===== src/rtl/rob_multiport.sv =====
// Reorder buffer: in-order alloc/retire, multi-port writeback, branch/JALR redirect.
// Optional second retire slot under `ROB_DUAL_COMMIT_EN.
module rob_multiport #(
   parameter int DEPTH_BITS = 4,
   parameter int WB_PORTS   = 2
) (
   input  logic                           clk_in,
   input  logic                           rst_in,
   input  logic                           rdy_in,
   input  logic                           alloc_valid,
   output logic                           alloc_ready,
   input  logic [1:0]                     alloc_kind,
   input  logic [4:0]                     alloc_rd,
   input  logic [31:0]                    alloc_alt_pc,
   input  logic                           alloc_pred_taken,
   output logic [DEPTH_BITS-1:0]          alloc_id,
   input  logic [WB_PORTS-1:0]            wb_valid,
   input  logic [WB_PORTS*DEPTH_BITS-1:0] wb_id,
   input  logic [WB_PORTS*32-1:0]         wb_value,
   input  logic [WB_PORTS-1:0]            wb_taken,
   input  logic [DEPTH_BITS-1:0]          rd_id_a,
   input  logic [DEPTH_BITS-1:0]          rd_id_b,
   output logic                           rd_ready_a,
   output logic                           rd_ready_b,
   output logic [31:0]                    rd_value_a,
   output logic [31:0]                    rd_value_b,
   output logic                           commit0_valid,
   output logic [4:0]                     commit0_rd,
   output logic [31:0]                    commit0_value,
   output logic [DEPTH_BITS-1:0]          commit0_id,
   output logic                           commit1_valid,
   output logic [4:0]                     commit1_rd,
   output logic [31:0]                    commit1_value,
   output logic [DEPTH_BITS-1:0]          commit1_id,
   output logic                           store_commit,
   output logic                           flush_out,
   output logic [31:0]                    flush_pc,
   output logic [DEPTH_BITS:0]            count,
   output logic                           empty
);

   localparam int DEPTH = 1 << DEPTH_BITS;
   localparam logic [1:0] K_REG  = 2'd0;
   localparam logic [1:0] K_ST   = 2'd1;
   localparam logic [1:0] K_BR   = 2'd2;
   localparam logic [1:0] K_JALR = 2'd3;

   typedef logic [DEPTH_BITS-1:0] tag_t;
   typedef logic [DEPTH_BITS:0]   cnt_t;

   logic [DEPTH-1:0] valid_q, valid_d, done_q, done_d;
   logic [DEPTH-1:0] pred_q, pred_d, misp_q, misp_d;
   logic [1:0]       kind_q [DEPTH];
   logic [1:0]       kind_d [DEPTH];
   logic [4:0]       rd_q   [DEPTH];
   logic [4:0]       rd_d   [DEPTH];
   logic [31:0]      val_q  [DEPTH];
   logic [31:0]      val_d  [DEPTH];
   logic [31:0]      alt_q  [DEPTH];
   logic [31:0]      alt_d  [DEPTH];
   tag_t             head_q, head_d, tail_q, tail_d;
   cnt_t             count_q, count_d;

   tag_t h0, h1;
   logic head_ok, flush, retire1, alloc_fire;

   assign h0 = head_q;
   assign h1 = head_q + tag_t'(1);

   assign head_ok = rdy_in && valid_q[h0] && done_q[h0];
   assign flush   = head_ok &&
                    (kind_q[h0] == K_JALR ||
                     (kind_q[h0] == K_BR && misp_q[h0]));

`ifdef ROB_DUAL_COMMIT_EN
   assign retire1 = head_ok && !flush && !kind_q[h0][1] &&
                    valid_q[h1] && done_q[h1] && kind_q[h1] == K_REG;
`else
   assign retire1 = 1'b0;
`endif

   assign alloc_ready = count_q < cnt_t'(DEPTH);
   assign alloc_fire  = rdy_in && alloc_valid && alloc_ready;
   assign alloc_id    = tail_q;
   assign count       = count_q;
   assign empty       = count_q == '0;

   assign commit0_valid = head_ok && kind_q[h0] == K_REG;
   assign commit0_rd    = commit0_valid ? rd_q[h0]  : '0;
   assign commit0_value = commit0_valid ? val_q[h0] : '0;
   assign commit0_id    = commit0_valid ? h0        : '0;
   assign commit1_valid = retire1;
   assign commit1_rd    = retire1 ? rd_q[h1]  : '0;
   assign commit1_value = retire1 ? val_q[h1] : '0;
   assign commit1_id    = retire1 ? h1        : '0;
   assign store_commit  = head_ok && kind_q[h0] == K_ST;
   assign flush_out     = flush;
   assign flush_pc      = !flush ? '0 :
                          (kind_q[h0] == K_JALR) ? val_q[h0] : alt_q[h0];

   assign rd_ready_a = valid_q[rd_id_a] && done_q[rd_id_a];
   assign rd_ready_b = valid_q[rd_id_b] && done_q[rd_id_b];
   assign rd_value_a = val_q[rd_id_a];
   assign rd_value_b = val_q[rd_id_b];

   always_comb begin
      valid_d = valid_q;
      done_d  = done_q;
      pred_d  = pred_q;
      misp_d  = misp_q;
      kind_d  = kind_q;
      rd_d    = rd_q;
      val_d   = val_q;
      alt_d   = alt_q;
      head_d  = head_q;
      tail_d  = tail_q;
      count_d = count_q;
      if (rdy_in) begin
         if (flush) begin
            valid_d = '0;
            head_d  = '0;
            tail_d  = '0;
            count_d = '0;
         end else begin
            // Ascending loop: the highest port index wins on a tag clash.
            for (int p = 0; p < WB_PORTS; p++) begin
               if (wb_valid[p] &&
                   valid_q[wb_id[p*DEPTH_BITS +: DEPTH_BITS]]) begin
                  done_d[wb_id[p*DEPTH_BITS +: DEPTH_BITS]] = 1'b1;
                  val_d[wb_id[p*DEPTH_BITS +: DEPTH_BITS]] =
                     wb_value[p*32 +: 32];
                  misp_d[wb_id[p*DEPTH_BITS +: DEPTH_BITS]] =
                     (kind_q[wb_id[p*DEPTH_BITS +: DEPTH_BITS]] == K_BR) &&
                     (wb_taken[p] ^
                      pred_q[wb_id[p*DEPTH_BITS +: DEPTH_BITS]]);
               end
            end
            if (head_ok) valid_d[h0] = 1'b0;
            if (retire1) valid_d[h1] = 1'b0;
            if (alloc_fire) begin
               valid_d[tail_q] = 1'b1;
               done_d[tail_q]  = 1'b0;
               misp_d[tail_q]  = 1'b0;
               pred_d[tail_q]  = alloc_pred_taken;
               kind_d[tail_q]  = alloc_kind;
               rd_d[tail_q]    = alloc_rd;
               alt_d[tail_q]   = alloc_alt_pc;
               tail_d          = tail_q + tag_t'(1);
            end
            head_d  = head_q + tag_t'(head_ok) + tag_t'(retire1);
            count_d = count_q + cnt_t'(alloc_fire)
                      - cnt_t'(head_ok) - cnt_t'(retire1);
         end
      end
   end

   always_ff @(posedge clk_in or negedge rst_in) begin
      if (!rst_in) begin
         valid_q <= '0;
         done_q  <= '0;
         pred_q  <= '0;
         misp_q  <= '0;
         kind_q  <= '{default: '0};
         rd_q    <= '{default: '0};
         val_q   <= '{default: '0};
         alt_q   <= '{default: '0};
         head_q  <= '0;
         tail_q  <= '0;
         count_q <= '0;
      end else begin
         valid_q <= valid_d;
         done_q  <= done_d;
         pred_q  <= pred_d;
         misp_q  <= misp_d;
         kind_q  <= kind_d;
         rd_q    <= rd_d;
         val_q   <= val_d;
         alt_q   <= alt_d;
         head_q  <= head_d;
         tail_q  <= tail_d;
         count_q <= count_d;
      end
   end

endmodule


===== config.mk =====
export PLATFORM = sky130hd
export DESIGN_NAME = rob_multiport
export DESIGN_NICKNAME = d
export VERILOG_FILES = /design/src/rtl/rob_multiport.sv
export SDC_FILE = /design/constraint.sdc
export NUM_CORES = 2
export LEC_CHECK = 0
export CORE_ASPECT_RATIO = 0.6
export CORE_MARGIN = 2
export CORE_UTILIZATION = 30
export DETAILED_ROUTE_END_ITERATION = 10
export GPL_ROUTABILITY_DRIVEN = 0
export PLACE_DENSITY_LB_ADDON = 0.3
export SYNTH_ARGS = -nofsm -noshare
export SYNTH_HDL_FRONTEND = slang
export SYNTH_SLANG_ARGS = --single-unit

===== constraint.sdc =====
create_clock -name clk_in -period 5.5 [get_ports clk_in]
set_input_delay 1.1 -clock clk_in [delete_from_list [all_inputs] [get_ports clk_in]]
set_output_delay 1.1 -clock clk_in [all_outputs]
set_load 0.02 [all_outputs]

* After elaboration in Yosys (flattened, before gate mapping)
Index checks and enable logic that the tools add are counted.
Widths: inputs -> output; s select.
** Operators by class
- Add/subtract/negate cells :: 4
- Magnitude comparators :: 20
- Equality and inequality tests :: 5
- Multiplexer cells :: 104
- Bitwise logic cells :: 17
- Reductions and logical operators :: 28
** Operators by type and width (count)
- $mux 512 :: 4
- $bwmux 512 :: 3
- $bmux 32 s4 :: 4
- $mux 32 :: 14
- $demux 32 s4 :: 3
- $mux 16 :: 19
- $bwmux 80 :: 1
- $and 16x16->16 :: 3
- $bwmux 16 :: 3
- $or 16x16->16 :: 3
- $bmux 1 s4 :: 11
- $bwmux 32 :: 1
- $not 16->16 :: 2
- $ge 5x5->1 const B :: 6
- $lt 4x5->1 const B :: 6
- $not 4->5 :: 6
- $mux 5 :: 5
- $bmux 2 s4 :: 3
- $logic_and 1x1->1 :: 21
- $bmux 5 s4 :: 1
- $demux 5 s4 :: 1
- $demux 1 s4 :: 4
- $ge 4x1->1 const B :: 4
- $mux 4 :: 4
- other kinds (19) :: 46
** Storage, ports and cells
- Flip-flop bits (word level) :: 1213
- Input port bits :: 128
- Output and inout bits :: 195
- Word-level logic and storage cells :: 249

* Longest topological paths before layout
- Depth after elaboration :: 16
- Mapped depth :: 18
- Gate-level depth less buffers :: 16

* Worst setup path after synthesis
No wires, ideal clock.
- Path kind :: in2out
- From :: input rd_id_a[1]
- To :: output rd_value_a[10]
- Data arrival time :: 3004 ps
- Data required time :: 4400 ps
- Path slack :: 1396 ps
- Stages on the path :: 4
- Path buffers :: 2
- Path through :: clkbuf_1 > buf_1 > mux4_2 > mux4_2
** Between the ends
- Longest elaborated chain between the ends :: 4
** Ends and longest elaborated chain
- start, declared :: RTL line 21 : input logic [DEPTH_BITS-1:0] rd_id_a,
- $not 4->5 (implied by the code) :: RTL line 103 : assign rd_value_a = val_q[rd_id_a];
- $bmux 32 s4 :: RTL line 103
- $mux 32 (implied by the code) (2 in series) :: RTL line 103
- end, declared :: RTL line 25 : output logic [31:0] rd_value_a,
No other way between the ends. The select of a mux whose other input is x is not followed.

* Worst setup path after layout
- From :: register head_q[1] (netlist: h0[1])
- To :: output flush_pc[22]
** Between the ends
- Longest elaborated chain between the ends :: 9
- Elaborated cells on any way between the ends :: 25
- Those cells by class :: eq/ne: 2; mux: 17; bitwise: 1; reduce/logical: 5
** Ends and longest elaborated chain
- start, declared :: RTL line 61 : tag_t head_q, head_d, tail_q, tail_d;
- start signal, assigned :: RTL line 167 : head_q <= '0;
- start signal, assigned :: RTL line 179 : head_q <= head_d;
- $not 4->5 (implied by the code) :: RTL line 72, 73, 99
- $bmux 2 s4 :: RTL line 72, 73, 99
- $mux 2 (implied by the code) (2 in series) :: RTL line 72, 73, 99
- $eq 2x2->1 :: RTL line 73 : (kind_q[h0] == K_BR && misp_q[h0]));
- $logic_and 1x1->1 :: RTL line 73
- $logic_or 1x1->1 :: RTL line 72 : (kind_q[h0] == K_JALR ||
- $logic_and 1x1->1 :: RTL line 71 : assign flush = head_ok &&
- $mux 32 * :: RTL line 98 : assign flush_pc = !flush ? '0 :
- end, declared :: RTL line 37 : output logic [31:0] flush_pc,
Mark *: on every way between the ends. The rest lies on a longest branch, timed or not. The select of a mux whose other input is x is not followed.

==> flow_summary.yaml <==
cells_and_area:
  final_util_pct: 34.8
  final_area_sq_mm: 0.0786
  fin_cells: 8172
  drive_gt1_share_pct: 33.7
  area_delta_synth_final_pct: 15.3
  nets: 5185
floorplanning:
  die_area_sq_mm: 0.231
  dieWidth_microns: 619
  io-pin-count: 323
  die_y_microns: 373
  core_area_sq_mm: 0.226
  initial_core_util_pct: 30.2
  rows: 135
placement:
  hpwlAfterDp_microns: 170000
  placed_cell_area_sq_mm: 0.0743
  numPlacedInstances: 7931
  io_buffer_count: 280
grt:
  grt_pass1_wl_microns: 394000
  top_usage_layer: "met2"
  grt.overflow.total: 0
  grt_max_degree: 151
  gr-usage-met3_pct: 8.07
  grt_use_total_pct: 23.6
  antenna_found_initial: 41
  use_met1_pct: 33.0
  grt_pass1_vias: 50335
  grt_use_met2_pct: 33.2
power_and_ir_drop:
  vdd_drop_max_mv: 0.277
  p_leak_nw: 32.5
  power_mw: 34.1
  powerDensity_mw_per_mm2: 434
worst_setup_path:
  end_kind: "output port"
  worst_setup_path_start_kind: "flop"
  worst-path-max-fanout: 113
  worst-endpoint-required_ns: 4.40
  path_class: "flop to output port"
  cp.arrival_ns: 4.26
cts:
  cts_tree: "built"
  cts-root-buf: "clkbuf_16"
  htreeDepth: 3
  cts_buffers: 117
  clk_pin_slew_ns: 0.07
  cts.sinks: 1213
  worstSkewPairLatency_ns: 0.78
  cts.path.max_buffers: 3
timing:
  hold_viol: 0
  fin_crit_ns: 5.36
  finalCritPeriodShare_pct: 97.5
  slew_headroom_pct: 15.1
  rsz0062_at_grt: "no"
  finalSetupTns_ns: 0
  fmax_ghz: 0.187
  maxSlewViolCount: 0
  tightest_slew_ns: 1.27
  setup_viol: 0
  skew_ns: 0.0521
synth:
  async_flop_share_pct: 100
  yosys_most_used_dff: "dfrtp_1"
  synth_most_common_cell: "dfrtp_1"
  netlist_instances: 5100
  syn_area_sq_mm: 0.0682
  synth_common_cells: "dfrtp_1, mux4_2, mux2_2"
  ys_types: 66
  yosys-top-cells-area: "dfrtp_1, mux4_2, mux2_2"
  synth_top_cell_by_area: "dfrtp_1"
  synth_warnings: 0
  yosysTopAreaCellShare_pct: 44.5
  synth-edff-count: 0
  ys_seq_area_share_pct: 44.5
  synth.avg_cell_area_sq_um: 13.4
  ys_ff_latch: 1213
detailed_routing:
  routedWlPerCell_microns: 34.0
  first_iter_violations: 7034
  num_vias: 51048
  wirelength_microns: 278000
  drc: 0
  drt_first_pass_iters: 6
  via_per_inst: 6.25
  ant_nets: 0
flow_run:
  drv_cap: 0
hold_path:
  hold_path.class: "input pin to asynchronous set/reset pin"
outcome:
  status: "completed"
## final cells by class
class	instances	area, sq um
antenna	14	35.0
clock buffer	160	3300
clock inverter	59	796
fill	21658	147000
inverter	35	136
multi-input combinational	3192	35100
sequential	1213	30400
tap	3014	3770
timing repair buffer	485	5140
## power breakdown
group | switching (mW) | internal (mW) | total [mW]
registers | 2.42 | 11.8 | 14.2
clock network | 3.97 | 4.94 | 8.91
logic | 4.83 | 6.11 | 10.9
## worst max-delay path: stages (launching register included)
cell	delay (ns)
dfrtp_4	0.64
buf_16	0.50
buf_6	0.37
mux4_2	0.40
mux4_2	0.53
mux2i_1	0.17
nor2_1	0.05
clkdlybuf4s50_1	0.54
## cells by family after synthesis
kind of cell | Yosys count | synth area share, %
buffers and inverters | 736 | 4.78
flip-flops | 1213 | 44.5
AO/OA/AOI/OAI | 1161 | 11.6
XOR/XNOR | 9 | 0.116
adder cells (fa/ha/maj) | 13 | 0.250
multiplexers | 1409 | 35.2
AND/OR/NAND/NOR | 558 | 3.61
other | 1 | 0.00550
## state kept, by name, indices dropped and copies added (netlist names)
name      count
count         5
kind_q       32
done_q       16
h0            4
rd_q         80
alt_q       512
misp_q       16
val_q       512
pred_q       16
alloc_id      4
valid_q      16
## worst paths after layout
kind | from | to | cells past startpoint | slack (ns)
hold / removal | rst_in | val_q[402]$_DFFE_PN0N_ | 1 | 0.28
max in group asynchronous | rst_in | rd_q[67]$_DFFE_PN0P_ | 3 | 3.71
hold reg to reg | alt_q[56]$_DFFE_PN0P_ | alt_q[56]$_DFFE_PN0P_ | 1 | 0.49
setup / recovery | h0[1]$_DFFE_PN0P_ | flush_pc[22] | 7 | 0.14
setup reg to reg | h0[0]$_DFFE_PN0P_ | alt_q[203]$_DFFE_PN0P_ | 11 | 1.04
min in group clk_in | alt_q[56]$_DFFE_PN0P_ | alt_q[56]$_DFFE_PN0P_ | 1 | 0.49
## through the flow
step,setup WS [ns],hold WS [ns]
after global routing,0.0665,0.300
final,0.140,0.283
after detailed placement,0.434,0.478
after CTS,0.0239,0.294
after global placement,0.462,0.468
after floorplan,1.40,0.459
## layer usage
metal	share of wire (%)	up-vias
met5	0.091	-
met1	41	27100
met2	42	3408
met4	4.6	28
li1	-	19830
met3	12	682
## cell usage in the layout, fill, tap and decap left out, types with 31 or more instances in the layout
master	instances
mux2_2	498
a2bb2oi_1	193
buf_4	163
mux2_1	147
nand2_1	58
conb_1	42
clkbuf_16	119
a22oi_1	71
a21oi_1	272
mux4_2	724
buf_12	56
and2_1	45
o22ai_1	451
dfrtp_1	1210
mux2i_1	40
clkdlybuf4s50_1	244
inv_1	31
o2bb2ai_1	63
nor2_1	331
## what timing repair did
| item | CTS | global route |
|---|---|---|
| gates resized for setup | 9 | 6 |
| setup endpoints to repair | 47 | 40 |
| pin swaps | 0 | 0 |
| gates cloned | 2 | 0 |
| setup buffers | 3 | 3 |
| hold buffers | 0 | 0 |
No activity file was read; power rests on OpenSTA's default activity.
